## config.mk

```make
export PLATFORM = sky130hd
export DESIGN_NAME = muldiv_sequencer_flat
export DESIGN_NICKNAME = d
export VERILOG_FILES = /design/src/rtl/muldiv_sequencer_if.sv /design/src/rtl/muldiv_sequencer.sv /design/src/flat_wrapper.sv
export SDC_FILE = /design/constraint.sdc
export NUM_CORES = 1
export LEC_CHECK = 0
export BUFFER_PORTS_ARGS = -buffer_cell sky130_fd_sc_hd__buf_4
export CORE_MARGIN = 8
export CORE_UTILIZATION = 60
export DETAILED_ROUTE_END_ITERATION = 6
export HOLD_SLACK_MARGIN = 0.08
export PLACE_DENSITY = 0.92
export REMOVE_ABC_BUFFERS = 1
export SLEW_MARGIN = 10
export SYNTH_ARGS = -nofsm -noshare
export SYNTH_HDL_FRONTEND = slang
export SYNTH_SLANG_ARGS = --single-unit
```

## constraint.sdc

```tcl
create_clock -name i_clk -period 4.43 [get_ports i_clk]
set_clock_uncertainty 0.05 [all_clocks]
set_input_delay 0.886 -clock i_clk [delete_from_list [all_inputs] [get_ports i_clk]]
set_output_delay 0.886 -clock i_clk [all_outputs]
set_load 0.02 [all_outputs]
```

## src/rtl/muldiv_sequencer_if.sv

```systemverilog
// muldiv_sequencer_if
//   Bundle between the EX stage and the HI/LO multiply/divide unit.
//   master : EX-stage side (drives the instruction, sees stall/result/HI/LO)
//   slave  : the muldiv unit
//   i_valid/i_func/i_rs/i_rt : instruction presented by EX this cycle
//   o_stall/o_busy/o_done    : pipeline freeze, unit occupied, HI/LO just written
//   o_result/o_hi/o_lo       : MFHI/MFLO read data and the architectural HI/LO
interface muldiv_sequencer_if #(parameter int WIDTH = 32);
  logic             i_valid;
  logic [5:0]       i_func;
  logic [WIDTH-1:0] i_rs;
  logic [WIDTH-1:0] i_rt;
  logic             o_stall;
  logic             o_busy;
  logic             o_done;
  logic [WIDTH-1:0] o_result;
  logic [WIDTH-1:0] o_hi;
  logic [WIDTH-1:0] o_lo;

  modport master (output i_valid, i_func, i_rs, i_rt,
                  input  o_stall, o_busy, o_done, o_result, o_hi, o_lo);
  modport slave  (input  i_valid, i_func, i_rs, i_rt,
                  output o_stall, o_busy, o_done, o_result, o_hi, o_lo);
endinterface

```

## src/rtl/muldiv_sequencer.sv

```systemverilog
// muldiv_sequencer
//   Multi-cycle HI/LO unit next to the EX-stage ALU. Runs MULT/MULTU by
//   shift-add and DIV/DIVU by restoring division, one bit per cycle, and owns
//   HI/LO (MFHI/MFLO/MTHI/MTLO). Stalls the pipeline only when a HI/LO-class
//   instruction arrives while an operation is in flight.
// Ports
//   i_clk   : rising-edge clock
//   i_reset : synchronous active-high reset
//   bus     : muldiv_sequencer_if.slave (instruction in; stall/busy/done,
//             MF read data and HI/LO out)
module muldiv_sequencer #(
  parameter int WIDTH = 32
) (
  input  logic               i_clk,
  input  logic               i_reset,
  muldiv_sequencer_if.slave  bus
);
  localparam int CW = (WIDTH > 1) ? $clog2(WIDTH) : 1;

  localparam logic [5:0] F_MFHI  = 6'b010000;
  localparam logic [5:0] F_MTHI  = 6'b010001;
  localparam logic [5:0] F_MFLO  = 6'b010010;
  localparam logic [5:0] F_MTLO  = 6'b010011;
  localparam logic [5:0] F_MULT  = 6'b011000;
  localparam logic [5:0] F_MULTU = 6'b011001;
  localparam logic [5:0] F_DIV   = 6'b011010;
  localparam logic [5:0] F_DIVU  = 6'b011011;

  typedef enum logic [2:0] {S_IDLE, S_MUL, S_DIV, S_FIX, S_DONE} state_t;

  state_t           state, state_nxt;
  logic [WIDTH-1:0] hi, lo;
  // acc_hi/acc_lo: product upper/lower for MUL, remainder/quotient for DIV
  logic [WIDTH-1:0] acc_hi, acc_lo;
  logic [WIDTH-1:0] opnd;          // multiplicand or divisor magnitude
  logic [CW-1:0]    cnt;
  logic             neg_res;       // product / quotient must be negated
  logic             neg_rem;       // remainder takes the dividend's sign
  logic             is_div;
  logic             div_zero;

  logic             accept, hilo_class, signed_op, rs_neg, rt_neg;
  logic [WIDTH-1:0] rs_abs, rt_abs;
  logic [WIDTH:0]   msum, rsh, trial;
  logic [2*WIDTH-1:0] prod_neg;

  assign accept     = bus.i_valid && (bus.i_func inside {F_MULT, F_MULTU, F_DIV, F_DIVU});
  assign hilo_class = bus.i_func inside {F_MFHI, F_MTHI, F_MFLO, F_MTLO,
                                         F_MULT, F_MULTU, F_DIV, F_DIVU};
  assign signed_op  = ~bus.i_func[0];
  assign rs_neg     = signed_op & bus.i_rs[WIDTH-1];
  assign rt_neg     = signed_op & bus.i_rt[WIDTH-1];
  assign rs_abs     = rs_neg ? -bus.i_rs : bus.i_rs;
  assign rt_abs     = rt_neg ? -bus.i_rt : bus.i_rt;

  // shift-add step: carry out of the upper half shifts into bit WIDTH-1
  assign msum  = {1'b0, acc_hi} + (acc_lo[0] ? {1'b0, opnd} : '0);
  // restoring step: shift {rem,quo} left, trial-subtract divisor
  assign rsh   = {acc_hi, acc_lo[WIDTH-1]};
  assign trial = rsh - {1'b0, opnd};
  assign prod_neg = -{acc_hi, acc_lo};

  always_ff @(posedge i_clk) begin
    if (i_reset) state <= S_IDLE;
    else         state <= state_nxt;
  end

  always_comb begin
    state_nxt = state;
    case (state)
      S_IDLE:       if (accept) state_nxt = bus.i_func[1] ? S_DIV : S_MUL;
      S_MUL, S_DIV: if (cnt == '0) state_nxt = S_FIX;
      S_FIX:        state_nxt = S_DONE;
      S_DONE:       state_nxt = S_IDLE;
      default:      state_nxt = S_IDLE;
    endcase
  end

  always_ff @(posedge i_clk) begin
    if (i_reset) begin
      hi       <= '0;
      lo       <= '0;
      acc_hi   <= '0;
      acc_lo   <= '0;
      opnd     <= '0;
      cnt      <= '0;
      neg_res  <= 1'b0;
      neg_rem  <= 1'b0;
      is_div   <= 1'b0;
      div_zero <= 1'b0;
    end else begin
      case (state)
        S_IDLE: begin
          if (accept) begin
            is_div   <= bus.i_func[1];
            neg_res  <= rs_neg ^ rt_neg;
            neg_rem  <= rs_neg;
            div_zero <= (bus.i_rt == '0);
            cnt      <= CW'(WIDTH - 1);
            acc_hi   <= '0;
            if (bus.i_func[1]) begin
              acc_lo <= rs_abs;
              opnd   <= rt_abs;
            end else begin
              acc_lo <= rt_abs;
              opnd   <= rs_abs;
            end
          end else if (bus.i_valid && bus.i_func == F_MTHI) begin
            hi <= bus.i_rs;
          end else if (bus.i_valid && bus.i_func == F_MTLO) begin
            lo <= bus.i_rs;
          end
        end
        S_MUL: begin
          acc_hi <= msum[WIDTH:1];
          acc_lo <= {msum[0], acc_lo[WIDTH-1:1]};
          cnt    <= cnt - 1'b1;
        end
        S_DIV: begin
          if (!trial[WIDTH]) begin
            acc_hi <= trial[WIDTH-1:0];
            acc_lo <= {acc_lo[WIDTH-2:0], 1'b1};
          end else begin
            acc_hi <= rsh[WIDTH-1:0];
            acc_lo <= {acc_lo[WIDTH-2:0], 1'b0};
          end
          cnt <= cnt - 1'b1;
        end
        S_FIX: begin
          if (!is_div) begin
            if (neg_res) {acc_hi, acc_lo} <= prod_neg;
          end else begin
            // divide by zero: quotient is all ones regardless of signs; the
            // sign-restored remainder is then exactly the original rs
            if (div_zero)     acc_lo <= '1;
            else if (neg_res) acc_lo <= -acc_lo;
            if (neg_rem)      acc_hi <= -acc_hi;
          end
        end
        S_DONE: begin
          hi <= acc_hi;
          lo <= acc_lo;
        end
        default: ;
      endcase
    end
  end

  always_comb begin
    bus.o_result = '0;
    if (bus.i_valid && state == S_IDLE) begin
      if (bus.i_func == F_MFHI)      bus.o_result = hi;
      else if (bus.i_func == F_MFLO) bus.o_result = lo;
    end
  end

  assign bus.o_busy  = (state != S_IDLE);
  assign bus.o_done  = (state == S_DONE);
  assign bus.o_stall = bus.i_valid & bus.o_busy & hilo_class;
  assign bus.o_hi    = hi;
  assign bus.o_lo    = lo;
endmodule
```

## src/flat_wrapper.sv

```systemverilog
// flat-port wrapper written by rule: the top's interface ports become plain ports
module muldiv_sequencer_flat 
#(
  parameter int WIDTH = 32
)
  (i_clk, i_reset, bus_i_valid, bus_i_func, bus_i_rs, bus_i_rt, bus_o_stall, bus_o_busy, bus_o_done, bus_o_result, bus_o_hi, bus_o_lo);
  muldiv_sequencer_if #(.WIDTH(WIDTH)) bus_i ();
  input  logic i_clk;
  input  logic i_reset;
  input wire logic [$bits(bus_i.i_valid)-1:0] bus_i_valid;
  input wire logic [$bits(bus_i.i_func)-1:0] bus_i_func;
  input wire logic [$bits(bus_i.i_rs)-1:0] bus_i_rs;
  input wire logic [$bits(bus_i.i_rt)-1:0] bus_i_rt;
  output wire logic [$bits(bus_i.o_stall)-1:0] bus_o_stall;
  output wire logic [$bits(bus_i.o_busy)-1:0] bus_o_busy;
  output wire logic [$bits(bus_i.o_done)-1:0] bus_o_done;
  output wire logic [$bits(bus_i.o_result)-1:0] bus_o_result;
  output wire logic [$bits(bus_i.o_hi)-1:0] bus_o_hi;
  output wire logic [$bits(bus_i.o_lo)-1:0] bus_o_lo;
  assign bus_i.i_valid = bus_i_valid;
  assign bus_i.i_func = bus_i_func;
  assign bus_i.i_rs = bus_i_rs;
  assign bus_i.i_rt = bus_i_rt;
  assign bus_o_stall = bus_i.o_stall;
  assign bus_o_busy = bus_i.o_busy;
  assign bus_o_done = bus_i.o_done;
  assign bus_o_result = bus_i.o_result;
  assign bus_o_hi = bus_i.o_hi;
  assign bus_o_lo = bus_i.o_lo;
  muldiv_sequencer #(.WIDTH(WIDTH)) u_core (.i_clk(i_clk), .i_reset(i_reset), .bus(bus_i));
endmodule
```

==> results by group, run 1 <==
Die
  • Ports: 172
  • Die Y: 177 um
  • Initial Utilization: 60.4%
  • Chip width: 177 um
  • Row count: 59
  • Die ar.: 31400 um2
  • Core ar.: 25800 um2

Timing
  • Hold Vio Cnt, Final: 0
  • Endpoints failing setup: 0
  • Slew margin rel.: 17.5%
  • Min Clock Period, post-route: 3980 ps
  • Slew @ Worst Pin: 1230 ps
  • Hold slack: 404 ps
  • Final Cycle Share: 89.9%
  • Slew Limit Fails: 0
  • RSZ-0062 raised after global routing: false
  • Fmax: 251 MHz

Clocking
  • Post-CTS Resized: 0
  • Root Buffer: clkbuf_16
  • Post-CTS Hold Buffers: 0
  • Num CTS Buffers: 17
  • Postcts setup bufs: 0
  • Clock-pin transition on the worst setup and hold timing paths: 80 ps
  • CTS tree: built
  • Clk buf depth: 2
  • Clock tree sinks: 172
  • CTS HTree Levels: 4
  • Clock latency at the later pin of the worst-skew pair: 450 ps

Pwr
  • Combinational share of power: 31.4%
  • Maximum VDD drop: 0.228 mV
  • Reg power frac: 35.2%
  • Switching share of power: 35.9%
  • Power per cell area: 264 nW/um2
  • Overall power: 4.68 mW
  • Power share of the clock group: 33.4%
  • Leakage: 7.11 nW
  • Psw: 1.68 mW
  • Power Internal: 3.00 mW

Synth
  • Synth area leaders: dfxtp_1 (22%), a21oi_1 (8.4%), nor2_1 (7.7%)
  • Post-synthesis cell area: 15600 um2
  • Synth Instances: 2190
  • Post-synth top cells: nor2_1 (318), a21oi_1 (262), dfxtp_1 (172)
  • Mean Syn Cell Area: 7.11 um2
  • Synthesis Warnings: 0
  • Top FF cell, synth: dfxtp_1
  • FF+latch count, synth: 172
  • Seq/Total Area, Yosys: 22.1%
  • Count of cell types in the netlist: 86
  • Synth area leader: dfxtp_1
  • Most frequent cell after synthesis: nor2_1
  • Post-synth EDFFs: 0
  • Post-synth top area share: 22.1%
  • Async S/R FF share, synth: 0%

Global route
  • Initial antenna violation count: 0
  • Pin count of the biggest net entering global routing: 80
  • Global-route usage over all layers: 36.4%
  • First-pass GRT wire length: 91900 um
  • Vias in the first global route: 17200
  • GRT overflow: 0

Finish
  • Fillcell total: 2177
  • Nets: 2416
  • Diode count: 0
  • Area delta synth->final: 13.8%
  • Share of cells above drive strength 1: 13.5%

Worst hold path
  • Worst hold path type: reg2reg

Placed design
  • Port Buffer Count: 171
  • Hpwl dp: 42900 um
  • Routability Congestion: 1.04

Detailed routing
  • DR vias/cell: 6.95
  • Final ANT Viol Nets: 0
  • Drt total wl: 59600 um
  • Total iterations of the first detailed-routing run: 7
  • Drt drc: 0
  • Drt wl/cell: 22.8 um
  • 1st-iter DRT viols: 2479
  • Total number of vias: 18200

Job
  • Max cap viols: 0

Setup path
  • Crit end category: register
  • Signal arrival time at the worst endpoint: 4300 ps
  • CP Data Required Time: 4740 ps
  • Crit start category: register
  • CP Max Fanout: 15
  • Kind of critical path: reg2reg

Status
  • Status: finished, final reports clean
worst paths after layout:
| kind | startpoint | cells past startpoint | endpoint | slack [ps] |
|---|---|---|---|---|
| worst max-delay path | u_core.acc_lo[0] | 13 | u_core.acc_hi[29] | 450 |
| worst max register to register | u_core.acc_lo[0] | 13 | u_core.acc_hi[29] | 450 |
| worst min-delay path | u_core.opnd[10] | 2 | u_core.opnd[10] | 400 |
| worst min register to register | u_core.opnd[10] | 2 | u_core.opnd[10] | 400 |
worst max-delay path, cell delays in order, from the launching register on:
cell and delay (ps):
dfxtp_1 380, inv_1 510, buf_4 260, nor2_1 50, ha_1 350, nand2_1 150
a211oi_1 270, o21ai_0 290, a211o_1 390, a211o_1 320, a311oi_1 410, xnor2_1 110
o311a_1 290, o31ai_1 60
cells by family after synthesis:
group / count (synthesis) / share of synthesized area, %
XOR/XNOR: 145 / 8.16
AO/OA/AOI/OAI: 725 / 30.2
adder cells (fa/ha/maj): 72 / 5.88
buffers and inverters: 230 / 5.71
flip-flops: 172 / 22.1
multiplexers: 67 / 4.40
AND/OR/NAND/NOR: 779 / 23.6
layout make-up:
class / instances / area, um2 / area share [%]
Clock inverter: 11 / 138 / 0.777
Inverter: 62 / 233 / 1.31
Timing Repair Buffer: 230 / 1760 / 9.96
Multi-Input combinational cell: 1788 / 11300 / 63.6
Sequential cell: 172 / 3440 / 19.4
Tap cell: 335 / 419 / 2.37
Clock buffer: 20 / 447 / 2.52
sequential cells by signal, indices dropped and copies added (netlist names):
register,cells
u_core.acc_lo,32
u_core.neg_rem,1
u_core.opnd,32
u_core.neg_res,1
u_core.bus.o_hi,32
u_core.bus.o_lo,32
u_core.is_div,1
u_core.div_zero,1
u_core.acc_hi,32
u_core.state,3
u_core.cnt,5
power groups by stage:
| stage | clock [mW] | combinational [mW] | sequential [mW] |
|---|---|---|---|
| finish | 1.57 | 1.47 | 1.65 |
| global route | 1.62 | 1.57 | 1.65 |
| CTS | 1.55 | 1.42 | 1.64 |
| detailed placement | 0 | 1.40 | 1.68 |
| global placement | 0 | 1.38 | 1.67 |
| floorplan | 0 | 0.928 | 1.67 |
layout by cell type (no fill, tap or decap), types with 18 or more instances in the layout:
cell	instances
dfxtp_1	172
nand3_1	20
buf_4	227
mux2i_1	55
nor3_1	87
inv_1	61
ha_1	70
nor4_1	26
o211ai_1	27
o21ai_0	84
a21oi_1	262
xnor2_1	81
o31ai_1	18
xor2_1	63
nor2b_1	41
a211oi_1	101
o22ai_1	33
nand2_1	166
nor2_1	316
nand2b_1	24
a21o_1	31
through the flow:
step | setup WS (ps) | cell area [um2] | setup TNS, ps | std cells | util, %
after floorplan | -686 | 14900 | -44420 | 2022 | -
after global placement | 589 | 17100 | 0 | 2587 | 66.5
after detailed placement | 587 | 17100 | 0 | 2587 | 66.5
after CTS | 600 | 17700 | 0 | 2618 | 68.8
after global routing | 276 | 17700 | 0 | 2618 | 68.8
final | 448 | 17700 | 0 | 2618 | 68.8
routing by layer:
layer,vias to the layer above,routed length [um],GRT usage [%]
li1,8149,-,-
met5,-,0,0
met3,344,7240,8.77
met1,8300,22000,44.3
met4,0,4780,27.1
met2,1398,25600,55.0
Note: power is estimated with default switching activity, not from simulation.
==> run 2, diff against run 1 <==
--- a/config.mk
+++ b/config.mk
@@ -10,7 +10,7 @@
 export CORE_UTILIZATION = 60
 export DETAILED_ROUTE_END_ITERATION = 6
 export HOLD_SLACK_MARGIN = 0.08
-export PLACE_DENSITY = 0.92
+export PLACE_DENSITY = 0.86
 export REMOVE_ABC_BUFFERS = 1
 export SLEW_MARGIN = 10
 export SYNTH_ARGS = -nofsm -noshare
==> run 2 against run 1 <==
Register-to-register slack improved by 40 ps. Critical path depth fell by 1. Count of clock-buffer cells in the layout did not move. Cell count did not move. First-iteration DRC count rose by 0.24%. Die area did not move. Largest cell class unchanged.
==> results by group, run 2 (synthesis results as in run 1) <==
Worst hold path
  • Hold Crit Start: u_core.opnd[17] (was u_core.opnd[10])
  • Hold path depth: 2 (unchanged)
  • WHS Endpoint: u_core.opnd[17] (was u_core.opnd[10])
  • Worst hold path type: reg2reg (unchanged)

Pwr
  • Overall power: 4.59 mW (was 4.68 mW)
  • Maximum VDD drop: 0.259 mV (was 0.228 mV)
  • Leakage: 7.09 nW (was 7.11 nW)
  • Power per cell area: 259 nW/um2 (was 264 nW/um2)

Clocking
  • Num CTS Buffers: 17 (unchanged)
  • Post-CTS Hold Buffers: 0 (unchanged)
  • Clock-pin transition on the worst setup and hold timing paths: 80 ps (about the same)
  • Post-CTS Resized: 0 (unchanged)
  • Root Buffer: clkbuf_16 (unchanged)
  • Clk buf depth: 2 (unchanged)
  • Clock latency at the later pin of the worst-skew pair: 450 ps (about the same)
  • Postcts setup bufs: 0 (unchanged)
  • CTS HTree Levels: 4 (unchanged)
  • Clock tree sinks: 172 (unchanged)
  • CTS tree: built (unchanged)

Finish
  • Fillcell total: 2224 (was 2177)
  • Share of cells above drive strength 1: 13.6% (was 13.5%)
  • Non-filler cells, final: 2618 (unchanged)
  • Nets: 2415 (was 2416)
  • Most frequent cells in the layout: nor2_1 (316), a21oi_1 (262), buf_4 (226) (was nor2_1 (316), a21oi_1 (262), buf_4 (227))
  • Area delta synth->final: 13.6% (was 13.8%)
  • Final core occ: 68.6% (was 68.8%)
  • Sequential cell area: 3440 um2 (unchanged)
  • Commonest non-fill, non-tap cell in the layout: nor2_1 (unchanged)
  • Area of the multi-input gates: 11300 um2 (about the same)
  • Diode count: 0 (unchanged)

Setup path
  • Crit end category: register (unchanged)
  • Top cell family by delay on the critical path: compound AO/OA/AOI/OAI gates (unchanged)
  • Buffer and inverter count on the worst path: 2 (unchanged)
  • Worst R2R End: u_core.acc_hi[5] (was u_core.acc_hi[29])
  • Kind of critical path: reg2reg (unchanged)
  • CP Data Required Time: 4690 ps (was 4740 ps)
  • Signal arrival time at the worst endpoint: 4210 ps (was 4300 ps)
  • Critical Path Stages: 12 (was 13)
  • Worst reg2reg path depth: 12 (was 13)
  • Reg2reg start: u_core.acc_hi[4] (was u_core.acc_lo[0])
  • Max stage delay on crit path: 540 ps (was 510 ps)
  • CP Max Fanout: 33 (was 15)
  • Reg2reg setup slack: 490 ps (was 450 ps)
  • Crit path from: u_core.acc_hi[4] (was u_core.acc_lo[0])
  • Cell breakdown of the critical path: ha_1 > a21oi_1 > nor3b_1 > a21o_1 > a211oi_1 > buf_4 > o31ai_1 > xnor2_2 > buf_12 > mux2_2 > a221oi_1 > nor3_1 (was inv_1 > buf_4 > nor2_1 > ha_1 > nand2_1 > a211oi_1 > o21ai_0 > a211o_1 > a211o_1 > a311oi_1 > xnor2_1 > o311a_1 > o31ai_1)
  • Crit start category: register (unchanged)
  • Slowest-stage cell, CP: dfxtp_1 (was inv_1)

Timing
  • Slew Limit Fails: 0 (unchanged)
  • Endpoints failing setup: 0 (unchanged)
  • Fmax: 254 MHz (was 251 MHz)
  • Hold slack: 402 ps (was 404 ps)
  • Hold Vio Cnt, Final: 0 (unchanged)
  • Slew margin rel.: 30.4% (was 17.5%)
  • RSZ-0062 raised after global routing: false (unchanged)
  • Final Cycle Share: 89.0% (was 89.9%)
  • Min Clock Period, post-route: 3940 ps (was 3980 ps)
  • Slew @ Worst Pin: 1040 ps (was 1230 ps)
  • Setup TNS: 0 ps (unchanged)

Status
  • Status: finished, final reports clean (unchanged)

Detailed routing
  • Total number of vias: 17900 (was 18200)
  • Final ANT Viol Nets: 0 (unchanged)
  • Total iterations of the first detailed-routing run: 6 (was 7)
  • DR vias/cell: 6.84 (was 6.95)
  • 1st-iter DRT viols: 2485 (was 2479)
  • Drt drc: 0 (unchanged)
  • Drt wl/cell: 22.3 um (was 22.8 um)
  • Drt total wl: 58400 um (was 59600 um)

Global route
  • GRT overflow: 0 (unchanged)
  • Pin count of the biggest net entering global routing: 77 (was 80)
  • First-pass GRT wire length: 89800 um (was 91900 um)
  • Global-route usage over all layers: 35.4% (was 36.4%)
  • Vias in the first global route: 16700 (was 17200)
  • Initial antenna violation count: 0 (unchanged)

Placed design
  • Port Buffer Count: 171 (unchanged)
  • Routability Congestion: 1.01 (was 1.04)
  • Dpl cells: 2586 (was 2587)
  • Hpwl dp: 42900 um (about the same)

Die
  • Chip width: 177 um (unchanged)
  • Die ar.: 31400 um2 (unchanged)
  • Core ar.: 25800 um2 (unchanged)
  • Die Y: 177 um (unchanged)
  • Initial Utilization: 60.4% (unchanged)
  • Ports: 172 (unchanged)
  • Row count: 59 (unchanged)

Job
  • Max cap viols: 0 (unchanged)
-- run 2: cell types whose count changed in the layout (fill, tap and decap cells not counted), sizes merged --
| cell | before | now |
|---|---|---|
| inv | 65 | 68 |
| bufinv | 2 | 0 |
| clkinv | 1 | 3 |
| clkinvlp | 5 | 3 |
| buf | 230 | 229 |
-- run 2: power by group --
group          switching (mW)  internal (mW)
combinational           0.902          0.562
clock                   0.727          0.750
sequential             0.0660           1.58
-- run 2: cell type report --
| type | count | share of cell area, % |
|---|---|---|
| clock buffers | 20 | 2.53 |
| clock inverters | 12 | 0.587 |
| inverters | 62 | 1.32 |
| multi-input cells | 1788 | 63.8 |
| flip-flops and latches | 172 | 19.5 |
| well taps | 335 | 2.37 |
| repair buffers | 229 | 9.94 |
-- run 2: worst max path at each step --
stage,to
5_1_grt,u_core.acc_hi[3]
4_1_cts,u_core.acc_hi[3]
2_1_floorplan,u_core.bus.o_hi[0]
6_report,u_core.acc_hi[5]
3_5_place_dp,u_core.acc_lo[30]
3_3_place_gp,u_core.acc_lo[30]
-- run 2: metal layers --
metal	part of all wire [%]	track usage, %	vias to the layer above
met3	11	6.36	266
met1	39	44.6	8223
li1	-	-	8173
met5	0	0	-
met2	44	55.0	1254
met4	6.9	22.6	0
-- run 2: stage by stage --
step           setup slack [ps]  cell area (um2)
3_5_place_dp                547            17100
3_3_place_gp                606            17100
2_1_floorplan              -686            14900
6_report                    487            17700
4_1_cts                     576            17700
5_1_grt                     232            17700
-- run 2: worst min-delay path: cells and delay by family (launching register included) --
family | cells | cell delay (ps)
flip-flops | 1 | 310
AND/OR/NAND/NOR | 1 | 50
AO/OA/AOI/OAI | 1 | 50
